`config.mk`:
```
export PLATFORM = sky130hd
export DESIGN_NAME = l2_write_buffer
export DESIGN_NICKNAME = d
export VERILOG_FILES = /design/src/rtl/l2_write_buffer.sv
export SDC_FILE = /design/constraint.sdc
export NUM_CORES = 1
export LEC_CHECK = 0
export ABC_CLOCK_PERIOD_IN_PS = 7850
export BUFFER_PORTS_ARGS = -buffer_cell sky130_fd_sc_hd__buf_4
export CAP_MARGIN = 0
export CORE_ASPECT_RATIO = 1.25
export CORE_MARGIN = 1.5
export CORE_UTILIZATION = 57
export DETAILED_ROUTE_END_ITERATION = 12
export PLACE_DENSITY = 0.82
export SLEW_MARGIN = 20
export SYNTH_ARGS = -nofsm -noshare
export SYNTH_HDL_FRONTEND = slang
export SYNTH_SLANG_ARGS = --single-unit
```
`constraint.sdc`:
```
create_clock -name clk_l2 -period 7.85 [get_ports clk_l2]
set_input_delay 0 -clock clk_l2 [delete_from_list [all_inputs] [get_ports clk_l2]]
set_output_delay 0 -clock clk_l2 [all_outputs]
set_load 0.01 [all_outputs]
```
`src/rtl/l2_write_buffer.sv`:
```
// L2-side write-back buffer: accepts DL1 dirty lines, coalesces repeat words,
// drains them to memory in FIFO order and forwards buffered data to L2 misses.
module l2_write_buffer #(
  parameter int DATA_LENGTH = 32,
  parameter int BYTE_OFFSET = 2,
  parameter int WB_DEPTH    = 4
) (
  input  logic                                   clk_l2,
  input  logic                                   rst,
  input  logic                                   wb_req,
  input  logic [2*DATA_LENGTH-BYTE_OFFSET-1:0]   wb_data,
  output logic                                   wb_ack,
  output logic                                   full_flag,
  output logic                                   empty_flag,
  input  logic                                   drain_hold,
  output logic                                   data_write_req,
  output logic [DATA_LENGTH-1:0]                 data_addr,
  output logic [DATA_LENGTH-1:0]                 data_mem_write,
  input  logic                                   data_res,
  input  logic [DATA_LENGTH-1:0]                 chk_addr,
  output logic                                   chk_hit,
  output logic [DATA_LENGTH-1:0]                 chk_data
);
  localparam int AW = DATA_LENGTH - BYTE_OFFSET;
  localparam int PW = $clog2(WB_DEPTH);
  localparam int CW = PW + 1;

  typedef enum logic [1:0] {S_IDLE, S_WRITE, S_DONE} state_t;

  state_t                 state_q, state_d;
  logic [PW-1:0]          wr_ptr_q, wr_ptr_d, rd_ptr_q, rd_ptr_d;
  logic [CW-1:0]          count_q, count_d;
  logic [WB_DEPTH-1:0]    valid_q, valid_d;
  logic                   wb_ack_q, wb_ack_d;
  logic [AW-1:0]          addr_q [WB_DEPTH];
  logic [AW-1:0]          addr_d [WB_DEPTH];
  logic [DATA_LENGTH-1:0] data_q [WB_DEPTH];
  logic [DATA_LENGTH-1:0] data_d [WB_DEPTH];

  logic [AW-1:0]          in_addr;
  logic [DATA_LENGTH-1:0] in_data;
  logic                   coal_hit;
  logic [PW-1:0]          coal_idx;
  logic [PW-1:0]          idx;
  logic                   accept, push, pop;

  assign in_addr        = wb_data[2*DATA_LENGTH-BYTE_OFFSET-1:DATA_LENGTH];
  assign in_data        = wb_data[DATA_LENGTH-1:0];
  assign wb_ack         = wb_ack_q;
  assign full_flag      = (count_q == CW'(WB_DEPTH));
  assign empty_flag     = (count_q == '0);
  assign data_write_req = (state_q == S_WRITE);
  assign data_addr      = {addr_q[rd_ptr_q], {BYTE_OFFSET{1'b0}}};
  assign data_mem_write = data_q[rd_ptr_q];

  // Walk entries oldest-to-newest so the last match seen is the newest one.
  always_comb begin
    chk_hit  = 1'b0;
    chk_data = '0;
    coal_hit = 1'b0;
    coal_idx = '0;
    idx      = '0;
    for (int k = 0; k < WB_DEPTH; k++) begin
      idx = rd_ptr_q + PW'(k);
      if (valid_q[idx] && addr_q[idx] == chk_addr[DATA_LENGTH-1:BYTE_OFFSET]) begin
        chk_hit  = 1'b1;
        chk_data = data_q[idx];
      end
      // The head being written to memory must not change underneath the write.
      if (valid_q[idx] && addr_q[idx] == in_addr &&
          !(idx == rd_ptr_q && state_q != S_IDLE)) begin
        coal_hit = 1'b1;
        coal_idx = idx;
      end
    end
  end

  always_comb begin
    state_d  = state_q;
    wr_ptr_d = wr_ptr_q;
    rd_ptr_d = rd_ptr_q;
    count_d  = count_q;
    valid_d  = valid_q;
    addr_d   = addr_q;
    data_d   = data_q;
    pop      = 1'b0;
    push     = 1'b0;

    accept   = wb_req && !wb_ack_q && (coal_hit || count_q < CW'(WB_DEPTH));
    wb_ack_d = accept;

    case (state_q)
      S_IDLE:  if (count_q != '0 && !drain_hold) state_d = S_WRITE;
      S_WRITE: if (data_res) begin
                 pop     = 1'b1;
                 state_d = S_DONE;
               end
      S_DONE:  state_d = S_IDLE;
      default: state_d = S_IDLE;
    endcase

    if (pop) begin
      valid_d[rd_ptr_q] = 1'b0;
      rd_ptr_d          = rd_ptr_q + 1'b1;
    end

    if (accept) begin
      if (coal_hit) begin
        data_d[coal_idx] = in_data;
      end else begin
        push              = 1'b1;
        addr_d[wr_ptr_q]  = in_addr;
        data_d[wr_ptr_q]  = in_data;
        valid_d[wr_ptr_q] = 1'b1;
        wr_ptr_d          = wr_ptr_q + 1'b1;
      end
    end

    if (push && !pop)      count_d = count_q + 1'b1;
    else if (pop && !push) count_d = count_q - 1'b1;
  end

  always_ff @(posedge clk_l2 or posedge rst) begin
    if (rst) begin
      state_q  <= S_IDLE;
      wr_ptr_q <= '0;
      rd_ptr_q <= '0;
      count_q  <= '0;
      valid_q  <= '0;
      wb_ack_q <= 1'b0;
    end else begin
      state_q  <= state_d;
      wr_ptr_q <= wr_ptr_d;
      rd_ptr_q <= rd_ptr_d;
      count_q  <= count_d;
      valid_q  <= valid_d;
      wb_ack_q <= wb_ack_d;
    end
  end

  // Payload storage is qualified by valid_q, so it needs no reset.
  always_ff @(posedge clk_l2) begin
    addr_q <= addr_d;
    data_q <= data_d;
  end

endmodule

```
# Word-level counts from Yosys, hierarchy flattened
# Index checks and enable logic that the tools add are counted.
[classes]
add_sub_neg = 6
magnitude_cmp = 16
n_eq_ne = 15
n_mux = 74
bitwise_logic = 10
n_reduce_logical = 40
[op_table]
columns = ["op", "count"]
rows = [
  ["2-to-1 mux 32 bit", 14],
  ["2-to-1 mux 30 bit", 9],
  ["binary-select mux 32 bit (select 2 bit)", 4],
  ["bitwise mux 128 bit", 2],
  ["binary-select mux 30 bit (select 2 bit)", 4],
  ["== test 30 bit", 8],
  ["demux 32 bit (select 2 bit)", 2],
  ["2-to-1 mux 128 bit", 1],
  ["bitwise mux 120 bit", 1],
  ["demux 30 bit (select 2 bit)", 1],
  ["logical AND 1 bit", 24],
  ["greater-or-equal comparator 3 bit (second input constant)", 6],
  ["2-to-1 mux 1 bit", 18],
  ["NOT 2 -> 3 bit", 6],
  ["< comparator 2 x 3 -> 1 bit (second input constant)", 5],
  ["2-to-1 mux 2 bit", 6],
  ["2-to-1 mux 4 bit", 3],
  ["binary-select mux 1 bit (select 2 bit)", 4],
  ["logical NOT 1 bit", 8],
  ["== test 2 bit", 3],
  ["< comparator 3 x 1 -> 1 bit (second input constant)", 2],
  ["2-to-1 mux 3 bit", 2],
  ["adder 2 x 1 -> 2 bit (second input constant)", 2],
  ["adder 2 bit (second input constant)", 2],
  ["20 further kinds", 24],
]
[totals]
register_bits = 262
in_bits = 99
output_inout_bits = 101
word_cells = 175

# Longest topological paths before layout
# Gate-level depths: netlist of the first run.
[depth]
depth_word = 18
mapped_depth = 26

# Worst setup path after synthesis of the first run
# Ideal clock, no wire load.
[synth_path]
kind = "reg2reg"
start = "register rd_ptr_q[1]"
end = "register data_q[32] (netlist name) (enable)"
setup_ps = 432
t_arrival_ps = 5864
required_ps = 7418
setup_slack_ps = 1554
path_stages_with_launch = 21
path_buffers = 9
cell_sequence = "dfrtp_1 buf_2 buf_2 buf_4 buf_2 inv_1 ha_1 buf_4 buf_2 buf_4 mux2_2 a221oi_1 o21ai_0 nor4_2 nand3_1 or3_1 o22a_1 and2_4 buf_6 buf_2 a21oi_1"
[synth_via]
elab_chain_len = 13
[synth_lines]
columns = ["item", "line_no", "rtl"]
rows = [
  ["from (decl)", "31", "logic [PW-1:0] wr_ptr_q, wr_ptr_d, rd_ptr_q, rd_ptr_d;"],
  ["from (signal assigned)", "134", "rd_ptr_q <= rd_ptr_d;"],
  ["adder 2 x 1 -> 2 bit or NOT 2 -> 3 bit (tied branches)", "64, 70", ""],
  ["NOT 2 -> 3 bit (not written as such) or binary-select mux 30 bit (select 2 bit) (tied branches)", "70", "if (valid_q[idx] && addr_q[idx] == in_addr &&"],
  ["binary-select mux 30 bit (select 2 bit) or 2-to-1 mux 30 bit (tied branches)", "70", ""],
  ["2-to-1 mux 30 bit (not written as such)", "70", ""],
  ["2-to-1 mux 30 bit (not written as such) or == test 30 bit (tied branches)", "70", ""],
  ["== test 30 bit or logical AND 1 bit (tied branches)", "70", ""],
  ["logical AND 1 bit", "70", ""],
  ["logical AND 1 bit or 2-to-1 mux 1 bit (tied branches)", "70", ""],
  ["2-to-1 mux 1 bit (2 in series)", "70", ""],
  ["2-to-1 mux 1 bit *", "70", ""],
  ["logical OR 1 bit *", "89", "accept = wb_req && !wb_ack_q && (coal_hit || count_q < CW'(WB_DEPTH));"],
  ["logical AND 1 bit *", "89", ""],
  ["to (signal assigned)", "144", "data_q <= data_d;"],
  ["to (decl)", "37", "logic [DATA_LENGTH-1:0] data_q [WB_DEPTH];"],
]
# Every way passes the cells marked *; elsewhere a longest branch is shown, timed or not. The select of a mux whose other input is x is not followed.
# A chain may end at the register's enable or synchronous reset.

# Final worst setup path of the first run
[layout_path]
start = "register rd_ptr_q[1]"
end = "output chk_data[6]"
[layout_via]
elab_chain_len = 10
[layout_lines]
columns = ["item", "line_no", "rtl"]
rows = [
  ["adder 2 x 1 -> 2 bit or NOT 2 -> 3 bit (tied branches)", "64, 65, 67", ""],
  ["NOT 2 -> 3 bit (not written as such) or binary-select mux 30 bit (select 2 bit) (tied branches)", "65, 67", ""],
  ["binary-select mux 30 bit (select 2 bit) or 2-to-1 mux 30 bit (tied branches)", "65", "if (valid_q[idx] && addr_q[idx] == chk_addr[DATA_LENGTH-1:BYTE_OFFSET]) begin"],
  ["2-to-1 mux 30 bit (not written as such)", "65", ""],
  ["2-to-1 mux 30 bit (not written as such) or == test 30 bit (tied branches)", "65", ""],
  ["== test 30 bit or logical AND 1 bit (tied branches)", "65", ""],
  ["logical AND 1 bit or 2-to-1 mux 32 bit (tied branches)", "65", ""],
  ["2-to-1 mux 32 bit (2 in series)", "65", ""],
  ["2-to-1 mux 32 bit *", "65", ""],
  ["to (decl)", "22", "output logic [DATA_LENGTH-1:0] chk_data"],
]
# Marks and branches as above.

==> results.json, run 1 <==
{
  "result_of_the_run": "complete, no violations",
  "timing.hold.worst.class": "in -> async",
  "cp_num_cells": 13,
  "grt_pass1_wl_um": 101000,
  "final_max_slew_viol_count": 0,
  "critical_path_required_ps": 7850,
  "clk_sink_count": 262,
  "finalWeightedCongestion": 1.02,
  "synth_edf_count": 248,
  "synth_async_sr_flop_share": 0.0534,
  "core_ar_um2": 37400,
  "postSynthCellCount": 1676,
  "boundaryPins": 200,
  "detailed_place_hpwl_um": 47100,
  "tritoncts": "yes",
  "worst_setup_path_start_kind": "flip-flop",
  "synth.most_common_cell": "edfxtp_1",
  "critical_path.max_stage_delay_ps": 820,
  "clock_skew_ps": 26.8,
  "cts_root_buffer": "clkbuf_16",
  "clk-insertion-delay-late_ps": 580,
  "post_cts.repair.setup_buffers": 0,
  "drt_pass1_iterations": 5,
  "total_congestion_overflow_after_global_routing": 0,
  "timing.reg2reg.setup_slack_ps": 1950,
  "pre_cts_slack_ps": 2070,
  "placement_rows": 79,
  "timing.fmax_mhz": 168,
  "vias_in_the_first_global_route": 16311,
  "cts_htree_levels": 1,
  "power.internal_w": 0.00561,
  "layout-area-overhead-vs-synth_pct": 13.3,
  "drt_first_iter_violations": 1850,
  "yosys.area.top_type": "edfxtp_1",
  "postCtsResizedCells": 0,
  "final_antenna_net_count": 0,
  "setup_violations": 0,
  "crit_chain": "inv_1, ha_4, buf_4, mux4_2, xnor2_1, nand3_1, nor4_1, nand2_2, mux2i_1, nor2_1, mux2i_1, a21oi_1, buf_4",
  "fin_tns_setup_ps": 0,
  "area_of_the_die_um2": 39300,
  "reg2reg_to": "data_q[101]",
  "synth-seq-cells": 262,
  "reg2reg_depth": 12,
  "yosys_warnings": 0,
  "route.detailed.wl_per_inst_um": 28.5,
  "finalNetCount": 1945,
  "critical_path_arrival_ps": 5970,
  "finalCritPeriodShare": 0.760,
  "power.share.clock": 0.127,
  "drcViolationCount": 0,
  "clock_slew_at_reported_path_ffs_ps": 60,
  "fp.dieH_um": 221,
  "clock_path_buffers": 3,
  "proportion_of_synthesized_chip_area_in_sequential_cells": 0.359,
  "cp_top_family": "simple AND/OR/NAND/NOR gates",
  "maxSlewHeadroom": 0.128,
  "drive_gt1_frac": 0.316,
  "grt_usage": 0.343,
  "critPathKind": "reg -> out",
  "top_cell_type_s_share_of_synthesized_area": 0.343,
  "min_period_ps": 5970,
  "dpl-instance-area_um2": 23100,
  "stdcell_area_um2": 24600,
  "p_switching_w": 0.00439,
  "vias_per_cell": 7.00,
  "seq_power_share": 0.206,
  "max_cap_viol_count": 0,
  "dr_total_vias": 16404,
  "area_of_the_mapped_netlist_um2": 21700,
  "setup.worst_path.start": "rd_ptr_q[1]",
  "crit_buf_inv": 3,
  "timing.final.ws_setup_ps": 1880,
  "initial_core_util": 0.581,
  "ys_types": 77,
  "power_density_nw_per_um2": 407,
  "endpoint_kind": "output port",
  "most_instantiated_flip_flop_cell_in_the_synthesis_netlist": "edfxtp_1",
  "critPathSlowestCell": "ha_4",
  "p_leak_nw": 8.90,
  "worstReg2RegStart": "rd_ptr_q[1]",
  "drt_wl_total_um": 66800,
  "report.final.hold_viol_count": 0,
  "antenna_found_initial": 1,
  "dieWidth_um": 178,
  "grt_max_degree": 166,
  "actual_transition_at_the_worst_max_transition_pin_ps": 1310,
  "p_comb_frac": 0.667,
  "critPathMaxFanout": 47,
  "place.port_buffers": 195,
  "synth_top_cells_by_count": "248 x edfxtp_1, 228 x mux4_2, 179 x xnor2_1, 144 x mux2i_1",
  "cts-buffers-inserted": 27,
  "power_switching_share": 0.439,
  "syn_area_per_cell_um2": 13.0,
  "worst_setup_path_endpoint": "chk_data[6]",
  "grt_setup_unrepaired": "false",
  "synth_top_cells_by_area": "edfxtp_1 34%, mux4_2 24%, xnor2_1 7.2%",
  "ir_drop_v": 0.000508
}
through the flow:
stage / hold WS [ps] / util / cells / total power, W
floorplan: -111 / - / 1677 / 0.00699
CTS: 36.6 / 0.658 / 2342 / 0.00995
detailed placement: 81.5 / 0.618 / 2226 / 0.00864
global placement: 65.4 / 0.618 / 2226 / 0.00851
global route: 105 / 0.658 / 2343 / 0.0105
finish: 52.6 / 0.659 / 2345 / 0.0100
area by class of cell:
type / count / area (um2)
diodes: 3 / 7.51
clock buffers: 32 / 694
clock inverters: 17 / 149
fillers: 2718 / 12800
inverters: 61 / 229
multi-input cells: 1189 / 12700
flip-flops and latches: 262 / 7800
well taps: 486 / 608
repair buffers: 295 / 2420
sequential cells by signal, summed over array words and instances, names as in the netlist:
signal / cells
state_q: 2
wb_ack: 1
data_q: 128
addr_q: 120
count_q: 3
wr_ptr_q: 2
valid_q: 4
rd_ptr_q: 2
power groups by stage:
stage | clock (W) | sequential, W | combinational (W)
finish | 0.00127 | 0.00206 | 0.00668
CTS | 0.00128 | 0.00205 | 0.00662
global route | 0.00133 | 0.00209 | 0.00703
detailed placement | 0 | 0.00208 | 0.00656
floorplan | 0 | 0.00201 | 0.00497
global placement | 0 | 0.00205 | 0.00646
per-layer routing:
layer / GRT usage / share of wire / up-vias
met5: 0 / 0 / -
met4: 0.175 / 0.057 / 0
met3: 0.0376 / 0.083 / 155
met2: 0.594 / 0.51 / 955
met1: 0.422 / 0.35 / 8285
li1: - / - / 7009
cells in the final DEF, fill, tap and decap left out, drive strengths merged, types with 3 or more instances in the layout:
cell type    count
edfxtp         248
mux4           231
buf            228
xnor2          180
mux2i          144
nand3           80
nor2            75
dlygate4sd3     67
inv             62
o21ai           55
nand4           48
a21oi           39
and3            36
o2bb2ai         36
a221oi          35
xor2            34
clkbuf          32
nand2           31
mux2            25
nor4            18
dfrtp           14
clkinv          11
nand2b          10
o22ai           10
a22oi           10
nor3             9
ha               9
a22o             8
and2             8
a2111oi          7
o2111ai          6
nor2b            4
a2bb2oi          4
diode            3
a211oi           3
o211ai           3
a31oi            3
clkinvlp         3
nor3b            3
worst register-to-register path, stage by stage, from the launching register on:
cell and delay (ps):
dfrtp_4 420, inv_1 110, ha_4 820, buf_4 400, mux4_2 390, xnor2_1 420
nand4_1 220, a2111oi_1 660, nand4_1 380, a31oi_1 310, and2_4 640, and3_1 270
buf_4 450
cells by family after synthesis:
logic type | synth area share
other | 0.000173
multiplexers | 0.319
buffers and inverters | 0.0591
XOR/XNOR | 0.0866
AO/OA/AOI/OAI | 0.0873
flip-flops | 0.359
AND/OR/NAND/NOR | 0.0824
adder cells (fa/ha/maj) | 0.00611
how the worst min path moves through the flow:
stage	from	end	slack (ps)	cells past startpoint
CTS	rst	state_q[0]	40	3
finish	rst	count_q[1]	50	3
detailed placement	rst	count_q[1]	80	2
floorplan	rst	count_q[0]	-110	1
global route	rst	count_q[1]	110	3
global placement	rst	state_q[0]	70	2
repair_timing:
item,CTS,global route
endpoints found under the setup margin,0,0
endpoints found under the hold margin,267,0
hold buffers,67,0
(Power assumes the default switching activity.)
==> run 2, diff against run 1 <==
--- a/config.mk
+++ b/config.mk
@@ -5,7 +5,7 @@
 export SDC_FILE = /design/constraint.sdc
 export NUM_CORES = 1
 export LEC_CHECK = 0
-export ABC_CLOCK_PERIOD_IN_PS = 7850
+export ABC_CLOCK_PERIOD_IN_PS = 6000
 export BUFFER_PORTS_ARGS = -buffer_cell sky130_fd_sc_hd__buf_4
 export CAP_MARGIN = 0
 export CORE_ASPECT_RATIO = 1.25
==> constraint.sdc (replaced) <==
create_clock -name clk_l2 -period 6 [get_ports clk_l2]
set_input_delay 0 -clock clk_l2 [delete_from_list [all_inputs] [get_ports clk_l2]]
set_output_delay 0 -clock clk_l2 [all_outputs]
set_load 0.01 [all_outputs]
==> run 2 against run 1 <==
  * Register-to-register slack worse by 1100 ps
  * Via count is 1.3% higher
  * Design area up 1.2%
  * Combinational power grew 32%
  * Critical path type unchanged
==> results.json, run 2 (same netlist as run 1, synthesis figures left out) <==
{
  "crit_buf_inv": 5,
  "power_switching_share": 0.432,
  "result_of_the_run": "complete, no violations",
  "drt_first_iter_violations": 1853,
  "finalWeightedCongestion": 1.02,
  "grt_setup_unrepaired": "false",
  "ir_drop_v": 0.000508,
  "drcViolationCount": 0,
  "critical_path.max_stage_delay_ps": 670,
  "power.share.clock": 0.141,
  "dieWidth_um": 178,
  "clk_sink_count": 262,
  "endpoint_kind": "output port",
  "seq_power_share": 0.201,
  "grt_usage": 0.346,
  "grt_max_degree": 166,
  "multi_input_comb_area_um2": 12700,
  "timing.fmax_mhz": 189,
  "timing.final.ws_setup_ps": 695,
  "initial_core_util": 0.581,
  "antenna_found_initial": 0,
  "drive_gt1_frac": 0.322,
  "antenna_cells_inserted": 0,
  "power.internal_w": 0.00762,
  "p_comb_frac": 0.658,
  "p_leak_nw": 9.06,
  "top_regs": "data_q (128), addr_q (120), valid_q (4)",
  "critical_path_arrival_ps": 5300,
  "cts_root_buffer": "clkbuf_16",
  "critPathSlowestCell": "nor4_1",
  "clock_path_buffers": 3,
  "power_density_nw_per_um2": 538,
  "maxSlewHeadroom": 0.298,
  "dr_total_vias": 16619,
  "vias_per_cell": 7.06,
  "clock_skew_ps": 12.9,
  "vias_in_the_first_global_route": 16430,
  "detailed_place_hpwl_um": 48100,
  "critPathMaxFanout": 34,
  "report.final.hold_viol_count": 0,
  "boundaryPins": 200,
  "clock_slew_at_reported_path_ffs_ps": 70,
  "largest_register_ffs": 128,
  "drt_wl_total_um": 67700,
  "total_congestion_overflow_after_global_routing": 0,
  "crit_chain": "inv_1, ha_4, buf_12, mux4_2, xnor2_1, nand4_1, nor4_1, buf_4, nand2_1, and2_1, buf_4, nor2_1, mux2i_1, a21oi_1, buf_4",
  "layout.cells.most_common_list": "248 x edfxtp_1, 230 x buf_4, 228 x mux4_2",
  "core_ar_um2": 37400,
  "final_antenna_net_count": 0,
  "actual_transition_at_the_worst_max_transition_pin_ps": 1050,
  "fin_tns_setup_ps": 0,
  "route.detailed.wl_per_inst_um": 28.8,
  "nFillCells": 2709,
  "critical-path-top-cell-by-count": "buf_4",
  "mostFrequentLayoutCell": "edfxtp_1",
  "timing.hold.worst.class": "in -> async",
  "cts_htree_levels": 1,
  "p_switching_w": 0.00579,
  "postCtsResizedCells": 0,
  "grt_pass1_wl_um": 101000,
  "finalNetCount": 1957,
  "placement_rows": 79,
  "cp_top_family": "simple AND/OR/NAND/NOR gates",
  "drt_pass1_iterations": 6,
  "layout-area-overhead-vs-synth_pct": 14.7,
  "max_flop_register": "data_q",
  "setup_violations": 0,
  "worst_setup_path_start_kind": "flip-flop",
  "final_max_slew_viol_count": 0,
  "fp.dieH_um": 221,
  "pre_cts_slack_ps": 956,
  "max_cap_viol_count": 0,
  "place.port_buffers": 195,
  "min_period_ps": 5300,
  "area_of_the_die_um2": 39300,
  "clk-insertion-delay-late_ps": 560,
  "cts-buffers-inserted": 27,
  "critical_path_required_ps": 6000,
  "critPathKind": "reg -> out",
  "reg_area_um2": 7800,
  "tritoncts": "yes",
  "finalCritPeriodShare": 0.884
}
==> run 2: per-stage QoR <==
step,util,cell area (um2),power [W],cells,hold WS (ps)
global route,0.667,24900,0.0139,2354,116
floorplan,-,21700,0.00914,1677,-111
detailed placement,0.622,23200,0.0114,2238,87.2
global placement,0.622,23200,0.0112,2238,77.9
finish,0.667,24900,0.0134,2354,50.1
CTS,0.667,24900,0.0133,2354,55.1
==> run 2: layout make-up <==
| type | count | area share |
|---|---|---|
| clock buffers | 28 | 0.0273 |
| clock inverters | 21 | 0.0124 |
| inverters | 61 | 0.00919 |
| multi-input cells | 1189 | 0.509 |
| flip-flops and latches | 262 | 0.313 |
| well taps | 486 | 0.0244 |
| repair buffers | 307 | 0.104 |
==> run 2: power groups by stage <==
stage | clock network (W) | registers [W] | logic, W
detailed placement | 0 | 0.00273 | 0.00865
CTS | 0.00191 | 0.00269 | 0.00875
global route | 0.00197 | 0.00274 | 0.00924
floorplan | 0 | 0.00263 | 0.00651
finish | 0.00189 | 0.00270 | 0.00882
global placement | 0 | 0.00268 | 0.00854
==> run 2: layer usage <==
layer  vias up  wire length, um  GRT usage
li1       7039                -          -
met1      8434            23700      0.417
met2       944            35100      0.613
met3       202             5140     0.0409
met4         0             3740      0.166
met5         -                0          0
==> run 2: repair_timing <==
action / 4_1_cts / 5_1_grt
endpoints found under the hold margin: 266 / 0
hold buffers: 67 / 0
buffers inserted: 0 / 0
==> run 2: tightest hold or removal path: stages <==
cell and delay [ps]:
dlygate4sd3_1 540, buf_4 130, inv_1 400
==> run 2: final timing paths <==
path / slack, ps / start / to / cells after the start
worst min-delay path: 50 / rst / state_q[1] / 3
max in group asynchronous: 5540 / rst / rd_ptr_q[0] / 3
worst max register to register: 840 / rd_ptr_q[1] / data_q[91] / 11
worst min register to register: 460 / state_q[1] / state_q[0] / 1
min in group clk_l2: 250 / wb_data[46] / addr_q[104] / 2
worst max-delay path: 700 / rd_ptr_q[1] / chk_data[6] / 15
==> run 3, diff against run 2 <==
--- a/config.mk
+++ b/config.mk
@@ -12,7 +12,9 @@
 export CORE_MARGIN = 1.5
 export CORE_UTILIZATION = 57
 export DETAILED_ROUTE_END_ITERATION = 12
+export HOLD_SLACK_MARGIN = 0.12
 export PLACE_DENSITY = 0.82
+export SKIP_CTS_REPAIR_TIMING = 1
 export SLEW_MARGIN = 20
 export SYNTH_ARGS = -nofsm -noshare
 export SYNTH_HDL_FRONTEND = slang
==> run 3 against run 2 <==
  * Register-to-register slack about the same
  * Core utilization hardly changed
  * Die area did not move
  * Clock skew is essentially flat
  * Critical endpoint unchanged
  * Clock-buffer cell count is the same
  * Via count is essentially flat
  * Cell count hardly changed
  * Worst hold slack gained 200 ps
  * Setup slack better by 3.5 ps
  * Combinational power about the same
  * Largest cell class unchanged
  * Power barely moved
==> results.json, run 3 (same netlist as run 1, synthesis figures left out) <==
{
  "result_of_the_run": "complete, no violations",
  "min_period_ps": 5300,
  "critical_path_required_ps": 6000,
  "seq_power_share": 0.201,
  "p_switching_w": 0.00579,
  "critical-path-top-cell-by-count": "buf_4",
  "max_flop_register": "data_q",
  "clock_path_buffers": 3,
  "timing.hold.worst.class": "in -> reg",
  "final_antenna_net_count": 0,
  "power_switching_share": 0.432,
  "timing.final.ws_setup_ps": 699,
  "drt_wl_total_um": 67700,
  "boundaryPins": 200,
  "vias_in_the_first_global_route": 16100,
  "post-layout-total-power_w": 0.0134,
  "power.internal_w": 0.00762,
  "drcViolationCount": 0,
  "actual_transition_at_the_worst_max_transition_pin_ps": 1050,
  "p_leak_nw": 9.06,
  "critPathSlowestCell": "nor4_1",
  "antenna_cells_inserted": 0,
  "pre_cts_slack_ps": 956,
  "tritoncts": "yes",
  "maxSlewHeadroom": 0.297,
  "area_of_the_die_um2": 39300,
  "power.share.clock": 0.141,
  "place.port_buffers": 195,
  "antenna_found_initial": 0,
  "placement_rows": 79,
  "route.detailed.wl_per_inst_um": 28.8,
  "layout.cells.most_common_list": "248 x edfxtp_1, 230 x buf_4, 228 x mux4_2",
  "largest_register_ffs": 128,
  "worst_setup_path_start_kind": "flip-flop",
  "critical_path.max_stage_delay_ps": 690,
  "finalNetCount": 1958,
  "final_core_utilization": 0.667,
  "clk-insertion-delay-late_ps": 560,
  "clk_sink_count": 262,
  "ir_drop_v": 0.000506,
  "critical_path_arrival_ps": 5300,
  "vias_per_cell": 7.06,
  "report.final.hold_viol_count": 0,
  "clock_skew_ps": 12.4,
  "top_regs": "data_q (128), addr_q (120), valid_q (4)",
  "critPathMaxFanout": 34,
  "detailed_place_hpwl_um": 48100,
  "cts_root_buffer": "clkbuf_16",
  "critPathKind": "reg -> out",
  "fin_tns_setup_ps": 0,
  "cts_htree_levels": 1,
  "nFillCells": 2701,
  "grt_pass1_wl_um": 99600,
  "cts-buffers-inserted": 27,
  "crit_chain": "inv_1, ha_4, buf_12, mux4_2, xnor2_1, nand4_1, nor4_1, buf_4, nand2_1, and2_1, buf_4, nor2_1, mux2i_1, a21oi_1, buf_4",
  "finalWeightedCongestion": 1.02,
  "final_max_slew_viol_count": 0,
  "max_cap_viol_count": 0,
  "endpoint_kind": "output port",
  "drt_first_iter_violations": 1715,
  "grt_max_degree": 166,
  "layout-area-overhead-vs-synth_pct": 14.7,
  "initial_core_util": 0.581,
  "core_ar_um2": 37400,
  "total_congestion_overflow_after_global_routing": 0,
  "dr_total_vias": 16634,
  "reg_area_um2": 7800,
  "dieWidth_um": 178,
  "setup_violations": 0,
  "fp.dieH_um": 221,
  "finalCritPeriodShare": 0.884,
  "mostFrequentLayoutCell": "edfxtp_1",
  "timing.fmax_mhz": 189,
  "grt_usage": 0.341,
  "p_comb_frac": 0.658,
  "drt_pass1_iterations": 6,
  "clock_slew_at_reported_path_ffs_ps": 70,
  "grt_setup_unrepaired": "false",
  "power_density_nw_per_um2": 538,
  "multi_input_comb_area_um2": 12700,
  "drive_gt1_frac": 0.322
}
==> run 3: final cells by class <==
| type | count | area share |
|---|---|---|
| Clock buffer | 28 | 0.0273 |
| Clock inverter | 21 | 0.0124 |
| Inverter | 61 | 0.00919 |
| Multi-Input combinational cell | 1189 | 0.509 |
| Sequential cell | 262 | 0.313 |
| Tap cell | 486 | 0.0244 |
| Timing Repair Buffer | 308 | 0.104 |
==> run 3: layer usage <==
layer,GRT usage,routed length (um)
met3,0.0411,5370
met5,0,0
met4,0.167,3850
met1,0.411,23500
met2,0.600,34900
==> run 3: path summary, 6_finish.rpt <==
check,start,to,slack (ps),cells after the start
worst max-delay path,rd_ptr_q[1],chk_data[6],700,15
worst min-delay path,wb_data[46],addr_q[104],250,2
worst max register to register,rd_ptr_q[1],data_q[69],840,13
worst min register to register,state_q[1],state_q[0],470,1
max in group asynchronous,rst,rd_ptr_q[0],4940,4
min in group asynchronous,rst,state_q[1],650,4
==> run 3: power by group through the flow <==
| stage | sequential, W | combinational [W] | clock [W] |
|---|---|---|---|
| 5_1_grt | 0.00274 | 0.00924 | 0.00197 |
| 2_1_floorplan | 0.00263 | 0.00651 | 0 |
| 3_3_place_gp | 0.00268 | 0.00854 | 0 |
| 3_5_place_dp | 0.00273 | 0.00865 | 0 |
| 6_report | 0.00270 | 0.00882 | 0.00189 |
| 4_1_cts | 0.00269 | 0.00871 | 0.00191 |
==> run 3: worst max-delay path: cells and delay by family, from the launching register on <==
kind | cells | cell delay [ps]
DFF | 1 | 420
AOI/OAI and AO/OA | 1 | 270
muxes | 2 | 680
and+or+nand+nor | 5 | 1240
xor gates and xnor gates | 1 | 480
adders and majority gates | 1 | 520
buffers and inverters | 5 | 1080
==> run 3: through the flow <==
stage	cell area (um2)	instances	hold slack [ps]
floorplan	21700	1677	-111
global placement	23200	2238	77.9
detailed placement	23200	2238	87.2
CTS	24200	2287	-500
global route	24900	2355	262
finish	24900	2355	250
